<file path="src/rtl/stdout_reader.sv">
// Pops tagged stdout entries from a FWFT FIFO and serialises them as bytes, optionally framed
// with an A5/cluster/core header whenever the source changes (enabled by STDOUT_READER_HDR_EN).
module stdout_reader #(
   parameter int N_CLUSTERS = 1,
   parameter int N_CORES    = 8
) (
   input  logic        clk_i,
   input  logic        rst_i,
   input  logic        fifo_empty_i,
   input  logic [31:0] fifo_dout_i,
   output logic        fifo_rd_en_o,
   output logic [7:0]  tx_data_o,
   output logic        tx_valid_o,
   input  logic        tx_ready_i,
   output logic [15:0] drop_cnt_o
);

   typedef enum logic [2:0] {IDLE, HDR_SYNC, HDR_CL, HDR_CORE, CHAR} state_t;

   localparam logic [7:0] CL_LIM   = 8'(N_CLUSTERS);
   localparam logic [7:0] CORE_LIM = 8'(N_CORES);
   localparam logic [7:0] SYNC     = 8'hA5;
   localparam logic [7:0] NEWLINE  = 8'h0A;

   state_t      state;
   logic [23:0] entry;
   logic        in_range;
   logic        handshake;
   logic [7:0]  unused_hi;

   function automatic logic [15:0] sat_inc(input logic [15:0] v);
      return (v == 16'hFFFF) ? v : v + 16'd1;
   endfunction

   assign unused_hi    = fifo_dout_i[31:24];
   // Gated by rst_i so no pop can slip through while reset is held.
   assign fifo_rd_en_o = (state == IDLE) && !fifo_empty_i && !rst_i;
   assign in_range     = (fifo_dout_i[23:16] < CL_LIM) && (fifo_dout_i[15:8] < CORE_LIM);
   assign handshake    = tx_valid_o && tx_ready_i;

`ifdef STDOUT_READER_HDR_EN
   logic        last_valid;
   logic [15:0] last_src;
   logic        need_hdr;

   assign need_hdr = !last_valid || (last_src != fifo_dout_i[23:8]);
`else
   logic unused_src;

   assign unused_src = ^entry[23:8];
`endif

   always_ff @(posedge clk_i or posedge rst_i) begin
      if (rst_i) begin
         state      <= IDLE;
         entry      <= '0;
         tx_valid_o <= 1'b0;
         tx_data_o  <= '0;
         drop_cnt_o <= '0;
`ifdef STDOUT_READER_HDR_EN
         last_valid <= 1'b0;
         last_src   <= '0;
`endif
      end else begin
         case (state)
            IDLE: begin
               if (fifo_rd_en_o) begin
                  entry <= fifo_dout_i[23:0];
                  if (!in_range) begin
                     drop_cnt_o <= sat_inc(drop_cnt_o);
                  end else begin
                     tx_valid_o <= 1'b1;
`ifdef STDOUT_READER_HDR_EN
                     if (need_hdr) begin
                        state     <= HDR_SYNC;
                        tx_data_o <= SYNC;
                     end else begin
                        state     <= CHAR;
                        tx_data_o <= fifo_dout_i[7:0];
                     end
`else
                     state     <= CHAR;
                     tx_data_o <= fifo_dout_i[7:0];
`endif
                  end
               end
            end
            HDR_SYNC: if (handshake) begin
               state     <= HDR_CL;
               tx_data_o <= entry[23:16];
            end
            HDR_CL: if (handshake) begin
               state     <= HDR_CORE;
               tx_data_o <= entry[15:8];
            end
            HDR_CORE: if (handshake) begin
               state     <= CHAR;
               tx_data_o <= entry[7:0];
            end
            CHAR: if (handshake) begin
               state      <= IDLE;
               tx_valid_o <= 1'b0;
`ifdef STDOUT_READER_HDR_EN
               // A newline ends the line, so the next char always re-announces its source.
               last_src   <= entry[23:8];
               last_valid <= (entry[7:0] != NEWLINE);
`endif
            end
            default: begin
               state      <= IDLE;
               tx_valid_o <= 1'b0;
            end
         endcase
      end
   end

endmodule

</file>
<file path="config.mk">
export PLATFORM = sky130hd
export DESIGN_NAME = stdout_reader
export DESIGN_NICKNAME = d
export VERILOG_FILES = /design/src/rtl/stdout_reader.sv
export SDC_FILE = /design/constraint.sdc
export NUM_CORES = 1
export LEC_CHECK = 0
export ABC_AREA = 1
export ABC_CLOCK_PERIOD_IN_PS = 1800
export CAP_MARGIN = 25
export CELL_PAD_IN_SITES_DETAIL_PLACEMENT = 0
export CELL_PAD_IN_SITES_GLOBAL_PLACEMENT = 1
export CORE_MARGIN = 2
export CORE_UTILIZATION = 36
export DETAILED_ROUTE_END_ITERATION = 8
export PLACE_DENSITY_LB_ADDON = 0.1
export SKIP_CTS_REPAIR_TIMING = 1
export SYNTH_ARGS = -nofsm -noshare
export SYNTH_HDL_FRONTEND = slang
export SYNTH_SLANG_ARGS = --single-unit
</file>
<file path="constraint.sdc">
create_clock -name clk_i -period 1.8 [get_ports clk_i]
set_input_delay 0.36 -clock clk_i [delete_from_list [all_inputs] [get_ports clk_i]]
set_output_delay 0.36 -clock clk_i [all_outputs]
set_load 0.005 [all_outputs]
</file>
==> impl_metrics.yaml <==
min_path:
  hold_path_class: "in2async"
yosys:
  synth_cell_type_count: 28
  synth.area.top_cells: "dfrtp_1 47%, nand2_1 24%, nand4_1 5.8%"
  ys_seq_area_share_pct: 46.53
  yosysWarnings: 0
  synth_nets: 414
  avgSynthCellArea_sq_um: 7.418
  synthCells: 377
  synth_top_area_share_pct: 46.53
  ys_seq_elements: 52
  synthesis.area_sq_mm: 0.002796
  synth_top_area_cell: "dfrtp_1"
layout:
  finalInstanceArea_sq_mm: 0.003724
  final_cell_mix: "180 x nand2_1, 52 x dfrtp_1, 52 x clkdlybuf4s50_1"
  fin_cells: 555
  final_common_cell: "nand2_1"
  drive_gt1_share_pct: 10.60
  fill_cells: 813
  diodes: 0
  areaGrowthSynthToFinish_pct: 33.15
  final_nets: 489
run:
  drv_cap: 0
global_routing:
  grt.overflow.total: 0
  grt_max_degree: 53
  grt_pass1_vias: 2438
  grt.total_usage_pct: 17.99
  antenna_found_initial: 0
  grt_pass1_wl_mm: 12.06
routing:
  drt-pass1-iter-count: 4
  avgRoutedWirePerCell_microns: 12.84
  dr_total_vias: 2626
  routed_via_density: 4.732
  drc_errors: 0
  totalWireLength_mm: 7.127
  ant_nets: 0
  drt_iter0_drc: 136
power:
  p_total_uw: 3943
  vdd_ir_drop_max_uv: 402.7
  static-leakage-power_uw: 0.001855
  p_per_area_mw_per_mm2: 1059
cts:
  tritoncts: "built"
  numCtsBuffers: 5
  clk_path_buf_depth: 2
  htreeDepth: 2
  clkTransAtPathRegs_ns: 0.09
  root_buffer: "clkbuf_8"
  clock-sinks: 52
  clk-insertion-delay-late_ns: 0.31
die:
  die_h_microns: 92.14
  ios: 62
  rows: 32
  dieArea_sq_mm: 0.008489
  core_area_sq_mm: 0.007607
  dieWidth_microns: 92.14
  floorplan.initialDensity_pct: 36.76
critical_path:
  cp_max_fo: 2
  arrival_ns: 1.37
  crit_type: "in2out"
  start_kind: "input port"
  cp.required_ns: 1.44
  reg2reg_depth: 10
  cp-end-kind: "output port"
sta:
  finalSetupViolCount: 0
  tightest_slew_ns: 0.4717
  finalWorstPathRequiredPeriod_ns: 1.728
  relSlewSlack_pct: 68.31
  setup_tns_ns: 0
  rsz0062_at_grt: "false"
  fmax_ghz: 0.5787
  slew_viol_final: 0
  hold_viol: 0
  skew_ns: 0.002951
  final.period_utilization_pct: 96.00
place:
  port_buffers: 53
  dp_hpwl_mm: 5.250
  dp.cells: 547
  placed_area_sq_mm: 0.003623
  gp_congestion: 0.8094
status:
  status: "completed"
[cells by family (layout without fill, tap and decap cells)]
logic type,after synthesis,in the layout,share of synthesized area [%]
AO/OA/AOI/OAI,8,8,1.924
XOR/XNOR,10,10,3.132
adder cells (fa/ha/maj),1,1,0.4474
buffers and inverters,33,109,5.459
flip-flops,52,52,46.53
AND/OR/NAND/NOR,273,273,42.51
[Yosys cell counts]
| cell type | n |
|---|---|
| nor2_4 | 2 |
| buf_2 | 6 |
| nor2_1 | 23 |
| nor2_8 | 1 |
| nand2_2 | 2 |
| nand2_1 | 180 |
| xnor2_1 | 6 |
| ha_1 | 1 |
| buf_4 | 1 |
| and2_1 | 2 |
| nand3_2 | 1 |
| dfrtp_1 | 52 |
| inv_2 | 2 |
| clkbuf_1 | 3 |
| inv_1 | 17 |
| a21oi_4 | 1 |
| o21ai_0 | 5 |
| xor2_1 | 4 |
| or2_1 | 1 |
| a21oi_1 | 1 |
| a22oi_1 | 1 |
| nor3_1 | 2 |
| nand4_1 | 26 |
| clkinv_1 | 1 |
| nand3b_1 | 2 |
| nand3_1 | 31 |
| buf_6 | 2 |
| inv_4 | 1 |
[layer usage]
layer	track usage [%]	share of wire, %	vias up
li1	-	-	1356
met3	3.533	4.7	7
met5	0	0	-
met1	28.64	53	1198
met2	24.82	41	65
met4	4.104	1.1	0
[power by group]
group | switching, uW | internal, uW
combinational | 711 | 687
sequential | 275 | 1570
clock | 394 | 308
[stage by stage]
step           worst slack (ns)  utilization [%]  hold WS (ns)
2_1_floorplan            0.1821                -        0.4420
4_1_cts                 -0.3638            48.85        0.4707
6_report                0.07197            48.95        0.4544
3_3_place_gp            -0.3412            47.63        0.4537
5_1_grt                 0.01694            48.95        0.4850
3_5_place_dp            -0.3469            47.63        0.4581
[path summary, 6_finish.rpt]
check / startpoint / slack, ns / to
setup / recovery: rst_i / 0.07 / fifo_rd_en_o
hold / removal: rst_i / 0.45 / drop_cnt_o[10]
setup reg to reg: drop_cnt_o[1] / 0.19 / drop_cnt_o[0]
hold reg to reg: tx_data_o[3] / 0.47 / tx_data_o[3]
max in group asynchronous: rst_i / 1.10 / drop_cnt_o[14]
min in group clk_i: tx_data_o[3] / 0.47 / tx_data_o[3]
[registers in the layout, summed over array words and instances, names as in the netlist]
name	count
drop_cnt_o	16
entry	24
state	3
tx_data_o	8
tx_valid_o	1
[critical path, cell delays in order]
cell and delay [ns]:
clkdlybuf4s50_1 0.44, or2_4 0.30, nor2_8 0.13, dlymetal6s2s_1 0.14
[layout make-up]
type                            count  area, sq um  area share, %
Clock buffer                        6        82.58          2.218
Clock inverter                      2        10.01         0.2688
Inverter                           21        81.33          2.184
Multi-Input combinational cell    292         1348          36.19
Sequential cell                    52         1301          34.95
Tap cell                          102        127.6          3.427
Timing Repair Buffer               80        773.2          20.77
Power figures use the tool's default switching activity.
